`config.mk`:
```
export PLATFORM = sky130hd
export DESIGN_NAME = fpu_requester_flat
export DESIGN_NICKNAME = d
export VERILOG_FILES = /design/src/rtl/fpu_requester_if.sv /design/src/rtl/fpu_requester.sv /design/src/flat_wrapper.sv
export SDC_FILE = /design/constraint.sdc
export NUM_CORES = 1
export LEC_CHECK = 0
export ABC_AREA = 1
export BUFFER_PORTS_ARGS = -buffer_cell sky130_fd_sc_hd__buf_2
export CORE_UTILIZATION = 47
export DETAILED_ROUTE_END_ITERATION = 16
export HOLD_SLACK_MARGIN = 0.15
export PLACE_DENSITY_LB_ADDON = 0.15
export SLEW_MARGIN = 10
export SYNTH_ARGS = -nofsm -noshare
export SYNTH_HDL_FRONTEND = slang
export SYNTH_SLANG_ARGS = --single-unit
```
`constraint.sdc`:
```
create_clock -name clock -period 1.3 [get_ports clock]
set_input_delay 0.26 -clock clock [delete_from_list [all_inputs] [get_ports clock]]
set_output_delay 0.26 -clock clock [all_outputs]
set_load 0.05 [all_outputs]
```
`src/rtl/fpu_requester_if.sv`:
```
// Operation encoding shared by the requester, its FPU and its consumer, plus the
// bundle of command, FPU-side and response signals.
package fpu_requester_pkg;
    typedef enum logic [1:0] {
        FPU_ADD = 2'd0,
        FPU_SUB = 2'd1,
        FPU_MUL = 2'd2,
        FPU_DIV = 2'd3
    } fpuOp_t;
endpackage

interface fpu_requester_if #(
    parameter int BIT_WIDTH = 16
);
    import fpu_requester_pkg::*;

    logic                 cmdValid;
    logic                 cmdReady;
    fpuOp_t               cmdOp;
    logic [BIT_WIDTH-1:0] cmdIn1;
    logic [BIT_WIDTH-1:0] cmdIn2;

    logic [BIT_WIDTH-1:0] fpuIn1;
    logic [BIT_WIDTH-1:0] fpuIn2;
    fpuOp_t               fpuOp;
    logic [BIT_WIDTH-1:0] fpuOut;
    logic [3:0]           fpuCondCodes;

    logic                 rspValid;
    logic                 rspReady;
    logic [BIT_WIDTH-1:0] rspResult;
    logic [3:0]           rspCondCodes;
    logic                 rspErr;
    logic [3:0]           rspTag;

    // The requester block itself.
    modport slave (
        input  cmdValid, cmdOp, cmdIn1, cmdIn2, fpuOut, fpuCondCodes, rspReady,
        output cmdReady, fpuIn1, fpuIn2, fpuOp,
        output rspValid, rspResult, rspCondCodes, rspErr, rspTag
    );

    // The surrounding environment: command source, FPU and response consumer.
    modport master (
        output cmdValid, cmdOp, cmdIn1, cmdIn2, fpuOut, fpuCondCodes, rspReady,
        input  cmdReady, fpuIn1, fpuIn2, fpuOp,
        input  rspValid, rspResult, rspCondCodes, rspErr, rspTag
    );
endinterface

```
`src/rtl/fpu_requester.sv`:
```
// Single-outstanding FPU requester: accepts one command, drives it to a fixed-latency
// FPU, captures the result and holds it as a tagged response until consumed.
module fpu_requester
    import fpu_requester_pkg::*;
#(
    parameter int BIT_WIDTH = 16,
    parameter int LATENCY   = 1
) (
    input  logic           clock,
    input  logic           reset_L,
    fpu_requester_if.slave bus,
    output logic           busy
);
    typedef enum logic [1:0] {IDLE, EXEC, RESP} state_t;

    localparam logic [2:0] LAT = 3'(LATENCY);

    state_t               state_q, state_d;
    logic [2:0]           waitCnt_q, waitCnt_d;
    fpuOp_t               op_q, op_d;
    logic [BIT_WIDTH-1:0] in1_q, in1_d;
    logic [BIT_WIDTH-1:0] in2_q, in2_d;
    logic [BIT_WIDTH-1:0] result_q, result_d;
    logic [3:0]           cc_q, cc_d;
    logic                 err_q, err_d;
    logic [3:0]           tag_q, tag_d;

    always_comb begin
        // NOTE: every next-state signal takes its register value first, so no path leaves it unassigned and no latch is inferred.
        state_d   = state_q;
        waitCnt_d = waitCnt_q;
        op_d      = op_q;
        in1_d     = in1_q;
        in2_d     = in2_q;
        result_d  = result_q;
        cc_d      = cc_q;
        err_d     = err_q;
        tag_d     = tag_q;

        unique case (state_q)
            IDLE: begin
                if (bus.cmdValid) begin
                    op_d  = bus.cmdOp;
                    in1_d = bus.cmdIn1;
                    in2_d = bus.cmdIn2;
                    if (bus.cmdOp == FPU_ADD || bus.cmdOp == FPU_SUB) begin
                        waitCnt_d = LAT;
                        err_d     = 1'b0;
                        state_d   = EXEC;
                    end else begin
                        // Unsupported ops never touch the FPU; answer with an error at once.
                        result_d = '0;
                        cc_d     = '0;
                        err_d    = 1'b1;
                        state_d  = RESP;
                    end
                end
            end
            EXEC: begin
                waitCnt_d = waitCnt_q - 3'd1;
                if (waitCnt_q == 3'd1) begin
                    result_d = bus.fpuOut;
                    cc_d     = bus.fpuCondCodes;
                    state_d  = RESP;
                end
            end
            RESP: begin
                if (bus.rspReady) begin
                    tag_d   = tag_q + 4'd1;
                    state_d = IDLE;
                end
            end
            default: state_d = IDLE;
        endcase
    end

    always_ff @(posedge clock or negedge reset_L) begin
        if (!reset_L) begin
            state_q   <= IDLE;
            waitCnt_q <= '0;
            op_q      <= FPU_ADD;
            in1_q     <= '0;
            in2_q     <= '0;
            result_q  <= '0;
            cc_q      <= '0;
            err_q     <= 1'b0;
            tag_q     <= '0;
        end else begin
            // NOTE: non-blocking assignments so every register samples the same pre-edge values.
            state_q   <= state_d;
            waitCnt_q <= waitCnt_d;
            op_q      <= op_d;
            in1_q     <= in1_d;
            in2_q     <= in2_d;
            result_q  <= result_d;
            cc_q      <= cc_d;
            err_q     <= err_d;
            tag_q     <= tag_d;
        end
    end

    assign bus.cmdReady     = (state_q == IDLE);
    assign bus.rspValid     = (state_q == RESP);
    assign busy             = (state_q != IDLE);
    assign bus.fpuIn1       = in1_q;
    assign bus.fpuIn2       = in2_q;
    assign bus.fpuOp        = op_q;
    assign bus.rspResult    = result_q;
    assign bus.rspCondCodes = cc_q;
    assign bus.rspErr       = err_q;
    assign bus.rspTag       = tag_q;
endmodule
```
`src/flat_wrapper.sv`:
```
// flat-port wrapper written by rule: the top's interface ports become plain ports
module fpu_requester_flat import fpu_requester_pkg::*;
#(
    parameter int BIT_WIDTH = 16,
    parameter int LATENCY   = 1
)
  (clock, reset_L, busy, bus_cmdValid, bus_cmdOp, bus_cmdIn1, bus_cmdIn2, bus_fpuOut, bus_fpuCondCodes, bus_rspReady, bus_cmdReady, bus_fpuIn1, bus_fpuIn2, bus_fpuOp, bus_rspValid, bus_rspResult, bus_rspCondCodes, bus_rspErr, bus_rspTag);
  fpu_requester_if #(.BIT_WIDTH(BIT_WIDTH)) bus_i ();
  input  logic clock;
  input  logic reset_L;
  output logic busy;
  input wire logic [$bits(bus_i.cmdValid)-1:0] bus_cmdValid;
  input wire logic [$bits(bus_i.cmdOp)-1:0] bus_cmdOp;
  input wire logic [$bits(bus_i.cmdIn1)-1:0] bus_cmdIn1;
  input wire logic [$bits(bus_i.cmdIn2)-1:0] bus_cmdIn2;
  input wire logic [$bits(bus_i.fpuOut)-1:0] bus_fpuOut;
  input wire logic [$bits(bus_i.fpuCondCodes)-1:0] bus_fpuCondCodes;
  input wire logic [$bits(bus_i.rspReady)-1:0] bus_rspReady;
  output wire logic [$bits(bus_i.cmdReady)-1:0] bus_cmdReady;
  output wire logic [$bits(bus_i.fpuIn1)-1:0] bus_fpuIn1;
  output wire logic [$bits(bus_i.fpuIn2)-1:0] bus_fpuIn2;
  output wire logic [$bits(bus_i.fpuOp)-1:0] bus_fpuOp;
  output wire logic [$bits(bus_i.rspValid)-1:0] bus_rspValid;
  output wire logic [$bits(bus_i.rspResult)-1:0] bus_rspResult;
  output wire logic [$bits(bus_i.rspCondCodes)-1:0] bus_rspCondCodes;
  output wire logic [$bits(bus_i.rspErr)-1:0] bus_rspErr;
  output wire logic [$bits(bus_i.rspTag)-1:0] bus_rspTag;
  assign bus_i.cmdValid = bus_cmdValid;
  assign bus_i.cmdOp = bus_cmdOp;
  assign bus_i.cmdIn1 = bus_cmdIn1;
  assign bus_i.cmdIn2 = bus_cmdIn2;
  assign bus_i.fpuOut = bus_fpuOut;
  assign bus_i.fpuCondCodes = bus_fpuCondCodes;
  assign bus_i.rspReady = bus_rspReady;
  assign bus_cmdReady = bus_i.cmdReady;
  assign bus_fpuIn1 = bus_i.fpuIn1;
  assign bus_fpuIn2 = bus_i.fpuIn2;
  assign bus_fpuOp = bus_i.fpuOp;
  assign bus_rspValid = bus_i.rspValid;
  assign bus_rspResult = bus_i.rspResult;
  assign bus_rspCondCodes = bus_i.rspCondCodes;
  assign bus_rspErr = bus_i.rspErr;
  assign bus_rspTag = bus_i.rspTag;
  fpu_requester #(.BIT_WIDTH(BIT_WIDTH), .LATENCY(LATENCY)) u_core (.clock(clock), .reset_L(reset_L), .bus(bus_i), .busy(busy));
endmodule
```
==> results <==
- The run finished, with violations left.
- The checks that failed: negative setup slack.
- The remaining global-route overflow is 0.
- 0 antenna diodes ended up in the layout.
- The post-detailed-route via-to-cell ratio is slightly below 5.
- The row count is 27.
- For the pin with the worst max-slew slack, the measured transition is 0.336 ns.
- The peak supply drop is just under 2000 uV.
- The floorplan step defined a die boundary enclosing 6200 um2.
- After layout, the worst setup slack is -0.0866 ns.
- Headroom to the max-slew limit came out at ~78%.
- Combinational cells account for 58.4% of the total power.
- Summed over all nets, the half-perimeter wirelength after detailed placement is 4.31 mm.
- The top cell types in the final layout, fill and taps aside, are 153 x nand2_1, 113 x buf_2, 63 x dfrtp_1.
- The timing startpoint of the critical path is u_core.state_q[0].
- The clock network is responsible for 14.2% of the overall power.
- The maximum frequency from static timing analysis is 721 MHz.
- The average footprint of a synthesized cell is 8.37 um2.
- Clock tree synthesis inserted a total of 9 buffers.
- The kind of path behind the tightest hold check is in2reg.
- The largest clock skew in the final design is 0.0108 ns.
- The total internal power is between 6 and 7 mW.
- STA puts the critical path data required time at 1.04 ns.
- The via count of the first global-routing pass is 2662.
- The maximum number of pins on one net before global-route repair is 65.
- The ratio of final minimum period to clock period is 107%.
- Following the worst setup path forward leads to its endpoint at busy.
- The clock edge transition at the registers on the reported setup and hold paths is 0.07 ns.
- The worst register-to-register path ends at u_core.bus.rspCondCodes[3].
- The worst register-to-register path begins at u_core.state_q[0].
- The cell count after synthesis is 331.
- Global routing used 24.9% of the available tracks across all layers.
- The register-to-register setup slack is -0.05 ns.
- Detailed routing inserted a total of 2798 vias.
- The number of antenna violations at the first check in global routing is 0.
- The number of warning messages in the yosys log is 0.
- The library cell used most frequently in the layout, excluding fill and tap cells, is nand2_1.
- Setup repair after global routing could not meet its margin everywhere.
- Input and output buffers added on the ports amount to 119.
- The clock tree buffer depth is 2.
- The layout cell share with drive strength beyond 1 is 34.4%.
- In the final design database the tool counted 565 nets.
- The post-synth net total is 392.
- The power density of the placed cells is ~2900 nW/um2.
- The biggest fanout along the worst timing path is 3.
- The worst setup path is launched from a register.
- The minimum clock period is 1.39 ns.
- In this run, synthesis produced a sequential element count of 64.
- Summing every instance area after synthesis gives 2770 um2.
- The arrival time at the worst endpoint is 1.13 ns.
- The register share of total power is 27.4%.
- The first detailed-routing pass ran for 4 iterations.
- For this run, the register share of the synthesized area comes to 57.8%.
- The type of the worst setup path is reg2out.
- Total power for the finished layout comes to around 12 mW.
- The kind of capture point of the worst setup path is a primary output.
- The unique cell type count in the Yosys netlist is 19.
- The reported leakage power is 2.56 nW.
- The tool flagged a number of max-cap violations equal to 0.
- Counting cells, the worst reg-to-reg path comes to 7.
- In this run, the number of DRC markers left after iteration 0 of detailed routing was 148.
- The area growth from synthesis to final layout is 57.5%.
- The first-pass GRT wire length is 11.8 mm.
- In the routed design, unresolved DRC markers number 0.
- The switching power share of the total is between 50% and 60%.
- The TritonCTS clock tree is yes.
- The largest total area in the synthesized netlist belongs to dfrtp_1.
- After detailed routing, the total wire length is 7.86 mm.
- The final count of pins violating max slew is 0.
- In this run the clock root is driven by a clkbuf_8.
- The average detailed-routed wire length per instance is 13.6 um.
- The switching power total is 6.41 mW.
- The clock tree synthesis step divided the H-tree into 3 levels.
- The total of endpoints with negative setup slack in the final report is 15.
- The number of nets with antenna violations after detailed routing is 0.
- For this configuration, the core starts out at a cell density of 49.4%.
- The core region is 5610 um2.
- The final count of hold timing violations is 0.
- Pin placement for this block handled 120 I/O pins.
- The die span in y is 78.8 um.
- At the end of the flow the core is filled with cells to between 70% and 80%.
- The source-to-sink clock delay at the later pin of the worst-skew pair is around 0.33 ns.
- Yosys attributes the largest share of cell area to dfrtp_1 58%, nand2_1 21%, nand4_1 4.5%.
- The global placer's final weighted congestion is 0.720.
- The clock sink total is 64.
- The die is 78.8 um wide.
- The fraction of post-synthesis cell area in the top cell type by area is 57.8%.
-- timing repair --
action,in CTS,in global routing
setup buffers,5,1
hold buffers,34,0
gates resized for setup,11,28
endpoints found under the setup margin,3,65
endpoints found under the hold margin,97,0
gates cloned,0,6
pin swaps,2,2
-- state kept, by name, summed over array words and instances (netlist names) --
register and cells:
u_core.bus.rspTag 4, u_core.bus.fpuIn1 16, u_core.bus.rspCondCodes 4, u_core.bus.fpuIn2 16, u_core.state_q 2, u_core.bus.rspErr 1
u_core.bus.rspResult 16, u_core.waitCnt_q 3, u_core.bus.fpuOp 2
-- power groups by stage --
stage	combinational (mW)	clock (mW)	sequential, mW
final	7.26	1.77	3.41
after detailed placement	6.32	0	3.38
after CTS	6.62	1.78	3.38
after global routing	7.68	1.90	3.52
after floorplan	1.81	0	6.28
after global placement	6.20	0	3.41
-- kinds of logic (layout without fill, tap and decap cells) --
| logic type | count (synthesis) | count (layout) | share of synthesized area, % |
|---|---|---|---|
| xor gates and xnor gates | 3 | 3 | 0.949 |
| adders and majority gates | 3 | 3 | 1.36 |
| and+or+nand+nor | 209 | 209 | 30.9 |
| DFF | 64 | 64 | 57.8 |
| buffers and inverters | 45 | 222 | 7.63 |
| AOI/OAI and AO/OA | 7 | 7 | 1.36 |
-- Yosys cell counts --
library cell  number
nor2_4             1
inv_1             27
inv_2              2
nand3_2            1
dfrtp_1           64
buf_6              2
nor2_1            24
xor2_1             1
nand3_1            4
o21a_1             1
ha_1               3
o21ai_0            4
a21oi_1            2
xnor2_1            2
nand2_2            1
buf_2             10
buf_4              4
nand4_1           20
nand2_1          158
-- layout make-up --
cell class                      count  area, um2
Clock buffer                       13        169
Clock inverter                      2       37.5
Fill cell                         382       1240
Inverter                           29        119
Multi-Input combinational cell    222       1020
Sequential cell                    64       1600
Tap cell                           72       90.1
Timing Repair Buffer              178       1330
-- metal layers --
layer	track usage, %	share of wire [%]
met5	0	0
met4	9.81	1.8
met3	6.21	5.5
met2	41.6	50
met1	31.0	43
-- worst max-delay path, cell delays in order, from the launching register on --
cell and delay (ns):
dfrtp_2 0.46, nor2_4 0.14, inv_2 0.05, buf_6 0.14
-- how the worst min path moves through the flow --
stage / slack, ns / cells after the start / start / endpoint
after floorplan: -0.04 / 0 / reset_L / u_core.bus.fpuIn1[0]
after global placement: 0.30 / 2 / reset_L / u_core.bus.rspResult[13]
after CTS: 0.19 / 3 / bus_cmdOp[1] / u_core.bus.fpuOp[1]
after detailed placement: 0.30 / 2 / reset_L / u_core.bus.rspResult[13]
after global routing: 0.18 / 3 / bus_cmdOp[1] / u_core.bus.rspErr
final: 0.19 / 3 / bus_cmdOp[1] / u_core.bus.fpuOp[1]
-- per-stage QoR --
step / hold WS (ns) / worst slack (ns) / instance area (um2) / cells / setup TNS [ns]
after floorplan: -0.0356 / -0.211 / 2770 / 331 / -5.43
after global placement: 0.301 / 0.0898 / 3520 / 519 / 0
after detailed placement: 0.305 / 0.0344 / 3520 / 519 / 0
after CTS: 0.185 / -0.0976 / 4130 / 573 / -0.611
after global routing: 0.179 / -0.135 / 4360 / 580 / -2.11
final: 0.186 / -0.0866 / 4360 / 580 / -0.421
(Power assumes the default switching activity.)
